<file path="src/rtl/seq_stim_ctrl.sv">
// Sequencing controller for a serial sequence detector: clears it, shifts a
// programmed pattern LSB-first, drains, and counts detector matches over the run.
module seq_stim_ctrl #(
  parameter int MAXLEN    = 16,
  parameter int LW        = 5,
  parameter int CW        = 5,
  parameter int DRAIN_CYC = 2
) (
  input  logic              clk,
  input  logic              reset,
  input  logic              start,
  input  logic              abort,
  input  logic [MAXLEN-1:0] pattern,
  input  logic [LW-1:0]     len,
  input  logic              det_z,
  output logic              det_x,
  output logic              det_clr,
  output logic              busy,
  output logic              done,
  output logic [CW-1:0]     match_count
);

  typedef enum logic [2:0] {
    S_IDLE  = 3'd0,
    S_CLEAR = 3'd1,
    S_SHIFT = 3'd2,
    S_DRAIN = 3'd3,
    S_DONE  = 3'd4
  } state_e;

  localparam logic [LW-1:0] MAXLEN_L = LW'(MAXLEN);
  localparam logic [2:0]    DLAST_L  = 3'(DRAIN_CYC - 1);

  state_e            state_q, state_d;
  logic [MAXLEN-1:0] sreg_q, sreg_d;
  logic [LW-1:0]     bcnt_q, bcnt_d;
  logic [2:0]        dcnt_q, dcnt_d;
  logic              det_x_q, det_x_d;
  logic [CW-1:0]     mcnt_q, mcnt_d;
  logic [LW-1:0]     len_cl_s;

  assign len_cl_s = (len > MAXLEN_L) ? MAXLEN_L : len;

  // State, shift register, counters and the registered det_x
  always_ff @(posedge clk or negedge reset) begin
    if (!reset) begin
      state_q <= S_IDLE;
      sreg_q  <= '0;
      bcnt_q  <= '0;
      dcnt_q  <= 3'd0;
      det_x_q <= 1'b0;
      mcnt_q  <= '0;
    end else begin
      state_q <= state_d;
      sreg_q  <= sreg_d;
      bcnt_q  <= bcnt_d;
      dcnt_q  <= dcnt_d;
      det_x_q <= det_x_d;
      mcnt_q  <= mcnt_d;
    end
  end

  // Next-state logic; det_x_d is the bit the detector sees in the next cycle
  always_comb begin
    state_d = state_q;
    sreg_d  = sreg_q;
    bcnt_d  = bcnt_q;
    dcnt_d  = dcnt_q;
    det_x_d = 1'b0;
    mcnt_d  = mcnt_q;

    // det_z counts at any edge taken in SHIFT/DRAIN, including an aborting one
    if ((state_q == S_SHIFT || state_q == S_DRAIN) && det_z && (mcnt_q != {CW{1'b1}})) begin
      mcnt_d = mcnt_q + CW'(1);
    end else begin
      mcnt_d = mcnt_q;
    end

    if (abort) begin
      state_d = S_IDLE;
    end else begin
      case (state_q)
        S_IDLE: begin
          if (start) begin
            mcnt_d = '0;
            if (len == '0) begin
              state_d = S_DONE;
            end else begin
              sreg_d  = pattern;
              // bcnt holds the bits still to present after the one on det_x
              bcnt_d  = len_cl_s - LW'(1);
              state_d = S_CLEAR;
            end
          end else begin
            state_d = S_IDLE;
          end
        end
        S_CLEAR: begin
          det_x_d = sreg_q[0];
          sreg_d  = sreg_q >> 1;
          state_d = S_SHIFT;
        end
        S_SHIFT: begin
          if (bcnt_q == '0) begin
            if (DRAIN_CYC > 0) begin
              dcnt_d  = DLAST_L;
              state_d = S_DRAIN;
            end else begin
              state_d = S_DONE;
            end
          end else begin
            det_x_d = sreg_q[0];
            sreg_d  = sreg_q >> 1;
            bcnt_d  = bcnt_q - LW'(1);
          end
        end
        S_DRAIN: begin
          if (dcnt_q == 3'd0) begin
            state_d = S_DONE;
          end else begin
            dcnt_d = dcnt_q - 3'd1;
          end
        end
        S_DONE:  state_d = S_IDLE;
        default: state_d = S_IDLE;
      endcase
    end
  end

  assign det_x       = det_x_q;
  assign det_clr     = (state_q == S_CLEAR);
  assign busy        = (state_q == S_CLEAR) || (state_q == S_SHIFT) || (state_q == S_DRAIN);
  assign done        = (state_q == S_DONE);
  assign match_count = mcnt_q;

endmodule

</file>
<file path="config.mk">
export PLATFORM = sky130hd
export DESIGN_NAME = seq_stim_ctrl
export DESIGN_NICKNAME = d
export VERILOG_FILES = /design/src/rtl/seq_stim_ctrl.sv
export SDC_FILE = /design/constraint.sdc
export NUM_CORES = 1
export LEC_CHECK = 0
export ABC_AREA = 1
export BUFFER_PORTS_ARGS = -buffer_cell sky130_fd_sc_hd__buf_2
export CAP_MARGIN = 20
export CORE_ASPECT_RATIO = 1.5
export CORE_UTILIZATION = 55
export CTS_CLUSTER_DIAMETER = 60
export DETAILED_ROUTE_END_ITERATION = 7
export GPL_ROUTABILITY_DRIVEN = 0
export PLACE_DENSITY = 0.86
export SETUP_SLACK_MARGIN = 0.4
export SLEW_MARGIN = 0
export SYNTH_ARGS = -nofsm -noshare
export SYNTH_HDL_FRONTEND = slang
export SYNTH_SLANG_ARGS = --single-unit
</file>
<file path="constraint.sdc">
create_clock -name clk -period 1.93 [get_ports clk]
set_input_delay 0.2895 -clock clk [delete_from_list [all_inputs] [get_ports clk]]
set_output_delay 0.2895 -clock clk [all_outputs]
set_load 0.05 [all_outputs]
</file>
==> results.toml, run 1 <==
[status]
outcome = "completed"

[logic_synthesis]
ys_seq_area_frac = 0.424
ys_async_sr_fraction = 1.00
yosysTopAreaCell = "dfrtp_1"
synth_top_area_frac = 0.424
synth_edf_count = 0
syn_area_sq_mm = 0.00195
synthFlopType = "dfrtp_1"
ys_warn_count = 0
synth_area_leaders = "dfrtp_1 42%, nand2_1 13%, o21ai_1 8.5%"
netlist_instances = 258
synth_fp_nets = 289
postSynthAreaPerCell_sq_um = 7.54
yosysUniqueCellTypes = 31
ys_ff_latch = 33

[die]
die_h_microns = 74.8
die_x_microns = 50.6
rows = 26
core_sq_mm = 0.00338
initial_utilization = 0.575
io_pins = 35
dieArea_sq_mm = 0.00378

[worst_setup_path]
crit_type = "flip-flop to flip-flop"
cp.required_ns = 2.09
crit_start = "match_count[1]$_DFF_PN0_"
cp.arrival_ns = 1.86
crit_fanout = 6
rr_startpoint = "match_count[1]$_DFF_PN0_"
endpoint_kind = "flip-flop"
critPathLaunchType = "flip-flop"

[placement]
hpwl_mm = 2.80
dpl_cell_area_sq_mm = 0.00220
numPortBuffers = 34

[cts]
cts_tree = "yes"
clk_path_buf_depth = 2
clk_pin_slew_ns = 0.07
cts.htree.levels = 2
clkLatencyLatePin_ns = 0.29
cts_buffers = 5
clkSinkCount = 33
root_buffer = "clkbuf_8"

[timing]
hold_viol_final = 0
fin_hold_ws_ns = 0.0450
max_freq_mhz = 588
tightest_slew_ns = 0.712
slew_violations = 0
grt_setup_unrepaired = "true"
finalSetupTns_ns = 0
fin_crit_ns = 1.70
finalCritPeriodShare = 0.880
setup_viol = 0
maxSlewHeadroom = 0.525
finalClockSkew_ns = 0.0108

[detailed_routing]
ant_nets = 0
drc_errors = 0
finalWirelength_mm = 5.62
wl_per_cell_microns = 15.3
num_vias = 2005
dr.pass1.iters = 5
via_per_inst = 5.46
first_iter_violations = 79

[min_path]
holdCritPathClass = "input port to async pin"

[power_and_ir_drop]
ir_drop_uv = 1420
power-per-cell-area_mw_per_mm2 = 1620
power.leakage_nw = 1.41
report.power.total_w = 0.00436

[finish]
nets = 355
antenna_cells = 0
fillerInstances = 224
drive_gt1_frac = 0.388
synthToLayoutAreaGrowth_pct = 38.3
utilization = 0.795
design_area_sq_mm = 0.00269

[global_route]
grt_max_degree = 34
grt_pass1_wl_mm = 7.55
grt-ovfl-total = 0
grt_pass1_vias = 1771
antenna_found_initial = 0
track_usage = 0.265

[flow_run]
maxCapViolCount = 0
-- final timing paths --
| path | to | slack [ns] | depth (start not counted) |
|---|---|---|---|
| min in group clk | sreg_q[15]$_DFFE_PN0P_ | 0.26 | 3 |
| worst max register to register | match_count[1]$_DFF_PN0_ | 0.23 | 9 |
| worst min register to register | sreg_q[12]$_DFFE_PN0P_ | 0.48 | 2 |
| worst min-delay path | bcnt_q[0]$_DFFE_PN0P_ | 0.05 | 1 |
| worst max-delay path | match_count[1]$_DFF_PN0_ | 0.23 | 9 |
| max in group asynchronous | match_count[2]$_DFF_PN0_ | 1.38 | 1 |
-- registers in the layout, indices dropped and copies added, names as in the netlist --
| name | flops |
|---|---|
| dcnt_q | 3 |
| sreg_q | 16 |
| bcnt_q | 5 |
| match_count | 5 |
| det_x | 1 |
| state_q | 3 |
-- worst max-delay path: stages, from the launching register on --
cell and delay (ns):
dfrtp_2 0.43, ha_4 0.17, inv_4 0.06, nor3_2 0.04, ha_2 0.17, inv_2 0.07, nand4_4 0.16, buf_6 0.19
mux2i_1 0.21, nor2_1 0.06
-- cells in the final DEF, fill, tap and decap left out, types with 3 or more instances in the layout --
master,count
nand2_1,61
inv_1,34
o21ai_1,34
buf_2,31
dfrtp_1,26
buf_4,26
nand3_1,12
nor2_1,11
dfrtp_2,7
buf_6,7
inv_2,6
o21ai_0,6
nor2_4,5
nand2_2,5
clkbuf_8,5
nand2_4,4
nor2_2,3
a21oi_2,3
nor3_2,3
o21ai_2,3
-- Yosys cell counts, types with 2 or more instances --
| master | instances |
|---|---|
| nand2_1 | 67 |
| inv_1 | 40 |
| dfrtp_1 | 33 |
| o21ai_1 | 33 |
| nor2_1 | 14 |
| nand3_1 | 13 |
| o21ai_0 | 9 |
| buf_2 | 5 |
| ha_1 | 5 |
| nor3_1 | 4 |
| a21oi_2 | 3 |
| nand2_2 | 3 |
| nor2_2 | 3 |
| xor2_1 | 3 |
| a21oi_1 | 2 |
| buf_4 | 2 |
| mux2i_1 | 2 |
| nor2_4 | 2 |
| o21bai_1 | 2 |
| o31ai_1 | 2 |
-- area by class of cell --
class	count	area, sq um	area share
multi-input cells	176	1070	0.400
flip-flops and latches	33	835	0.310
repair buffers	67	489	0.182
inverters	41	156	0.0581
clock buffers	6	72.6	0.0270
well taps	42	52.6	0.0195
clock inverters	2	10.0	0.00372
-- per-stage QoR --
step	setup WS, ns	instances
3_5_place_dp	0.271	329
5_1_grt	0.202	367
2_1_floorplan	0.319	258
3_3_place_gp	0.311	329
6_report	0.231	367
4_1_cts	0.367	355
-- layer usage --
metal	track usage	share of wire
met4	0.108	0.024
met5	0	0
met1	0.317	0.38
met2	0.471	0.55
met3	0.0444	0.045
-- kinds of logic (layout without fill, tap and decap cells) --
logic type | count (synthesis) | count (layout) | share of synthesized area
buf+inv | 49 | 116 | 0.105
compound gates | 53 | 53 | 0.152
simple gates | 112 | 112 | 0.258
xor+xnor | 4 | 4 | 0.0180
fa+ha+maj | 5 | 5 | 0.0322
flops | 33 | 33 | 0.424
mux | 2 | 2 | 0.0103
-- report_power, final --
part / total, W / internal [W] / switching (W) / leakage [nW]
registers: 0.00121 / 0.000985 / 0.000230 / 0.408
logic: 0.00263 / 0.00108 / 0.00155 / 0.961
clock network: 0.000510 / 0.000250 / 0.000260 / 0.0450
total: 0.00436 / 0.00232 / 0.00204 / 1.41
-- timing repair --
item,CTS,global route
buffers inserted,18,11
gates resized for setup,23,24
endpoints found under the setup margin,29,35
hold buffers,0,0
gates cloned,0,1
pin swaps,12,11
No activity file was read; power rests on OpenSTA's default activity.
==> run 2, diff against run 1 <==
Clock period 1.93 ns to 1.6 ns, I/O delays scaled along.
==> run 2 against run 1 <==
  * The run now ends with setup timing left
  * Worst setup slack worse by 0.30 ns
  * First-iteration DRC count rose by 33%
  * Die area unchanged
  * Total power rose by 39%
  * Register-to-register slack got worse by 0.30 ns
  * Wire length rose by 24%
  * Combinational power up 43%
  * Largest power group unchanged
==> results.toml, run 2 (synthesized netlist as in run 1, its figures left out) <==
[finish]
largest_register_ffs = 16
nets = 363
synthToLayoutAreaGrowth_pct = 50.8
drive_gt1_frac = 0.420
final_cell_mix = "58 x nand2_1, 37 x o21ai_1, 34 x inv_1"
largest-register = "sreg_q"
utilization = 0.867
final_common_cell = "nand2_1"
antenna_cells = 0

[worst_setup_path]
rr_startpoint = "match_count[1]$_DFF_PN0_"
cpMostUsedCell = "inv_2"
cp.arrival_ns = 1.82
crit_fanout = 6
critPathLaunchType = "flip-flop"
slowest_delay_ns = 0.45
endpoint_kind = "flip-flop"
crit_start = "match_count[1]$_DFF_PN0_"
cp.required_ns = 1.76
cp_slowest_cell = "dfrtp_2"
crit_type = "flip-flop to flip-flop"
path_cells = "ha_4 > inv_2 > nor3_2 > ha_2 > inv_2 > nand4_4 > buf_4 > mux2i_1 > nor2_1"

[power_and_ir_drop]
sw_frac_of_total = 0.455
switchingPower_w = 0.00276
clock_power_share = 0.135
internal_power_w = 0.00331
ir_drop_uv = 1570
power-per-cell-area_mw_per_mm2 = 2070
p_seq_frac = 0.244
combPwrFrac = 0.621
report.power.total_w = 0.00607
power.leakage_nw = 1.49

[cts]
cts_buffers = 5
clkLatencyLatePin_ns = 0.29
root_buffer = "clkbuf_8"
clkSinkCount = 33
clk_path_buf_depth = 2
clk_pin_slew_ns = 0.07
cts.htree.levels = 2
cts_tree = "yes"

[die]
core_sq_mm = 0.00338
initial_utilization = 0.575
io_pins = 35
die_x_microns = 50.6
die_h_microns = 74.8
rows = 26
dieArea_sq_mm = 0.00378

[detailed_routing]
finalWirelength_mm = 6.99
num_vias = 2159
dr.pass1.iters = 4
wl_per_cell_microns = 18.6
via_per_inst = 5.76
ant_nets = 0
first_iter_violations = 105
drc_errors = 0

[placement]
pre_cts_ws_ns = 0.0405
numPortBuffers = 34
hpwl_mm = 3.27

[timing]
max_freq_mhz = 601
setup_viol = 6
maxSlewHeadroom = 0.650
hold_viol_final = 0
finalCritPeriodShare = 1.04
tightest_slew_ns = 0.520
slew_violations = 0
setup_slack_ns = -0.0644
finalClockSkew_ns = 0.00463
finalSetupTns_ns = -0.165
grt_setup_unrepaired = "true"
fin_crit_ns = 1.66

[global_route]
grt_pass1_vias = 1972
grt-ovfl-total = 0
grt_max_degree = 18
grt_pass1_wl_mm = 8.65
antenna_found_initial = 0
track_usage = 0.312

[min_path]
hold_start = "pattern[15]"
holdCritPathClass = "input port to flip-flop"

[status]
outcome = "finished, violations left"
violations = "setup timing"

[flow_run]
maxCapViolCount = 0
==> run 2: layer usage <==
metal  vias to the layer above  track usage  routed length [microns]  part of all wire
met5                         -            0                        0                 0
met4                         0        0.176                      541             0.077
met3                        50       0.0505                      388             0.055
met2                       140        0.601                     3700              0.53
met1                      1001        0.313                     2360              0.34
li1                        968            -                        -                 -
==> run 2: power groups by stage <==
stage	logic, W	registers [W]	clock network, W
detailed placement	0.00253	0.00145	0
finish	0.00377	0.00148	0.000822
floorplan	0.00193	0.00147	0
CTS	0.00309	0.00144	0.000815
global route	0.00403	0.00150	0.000856
global placement	0.00245	0.00144	0
==> run 2: path summary, 6_finish.rpt <==
kind / end / slack [ns] / depth (start not counted)
max: match_count[1]$_DFF_PN0_ / -0.06 / 9
min: sreg_q[15]$_DFFE_PN0P_ / 0.19 / 3
max reg2reg: match_count[1]$_DFF_PN0_ / -0.06 / 9
min reg2reg: bcnt_q[4]$_DFFE_PN0P_ / 0.49 / 2
max in group asynchronous: sreg_q[9]$_DFFE_PN0P_ / 0.62 / 3
min in group asynchronous: sreg_q[0]$_DFFE_PN0P_ / 0.46 / 2
==> run 2: metrics by stage <==
stage          cells  hold WS (ns)  cell area (sq um)
6_report         375         0.194               2930
3_3_place_gp     339         0.187               2350
5_1_grt          375         0.205               2930
3_5_place_dp     339         0.185               2350
2_1_floorplan    258       -0.0556               2090
4_1_cts          362         0.181               2730
==> run 2: timing repair <==
action                                 in CTS  in global routing
setup endpoints to repair                  38                 38
pin swaps                                  15                 13
endpoints found under the hold margin      15                  0
resized for setup                          38                 18
buffers inserted                           13                 11
hold buffers                                1                  0
gates cloned                                1                  2
==> run 2: layout make-up <==
type | count | area, sq um
multi-input cells | 176 | 1160
flip-flops and latches | 33 | 835
repair buffers | 75 | 621
fillers | 172 | 449
inverters | 41 | 154
clock buffers | 7 | 86.3
well taps | 42 | 52.6
clock inverters | 1 | 30.0
==> run 2: critical path: cells and delay by family, from the launching register on <==
family                     cells  cell delay (ns)
DFF                            1             0.45
adders and majority gates      2             0.34
buffers and inverters          3             0.33
and+or+nand+nor                3             0.27
muxes                          1             0.15
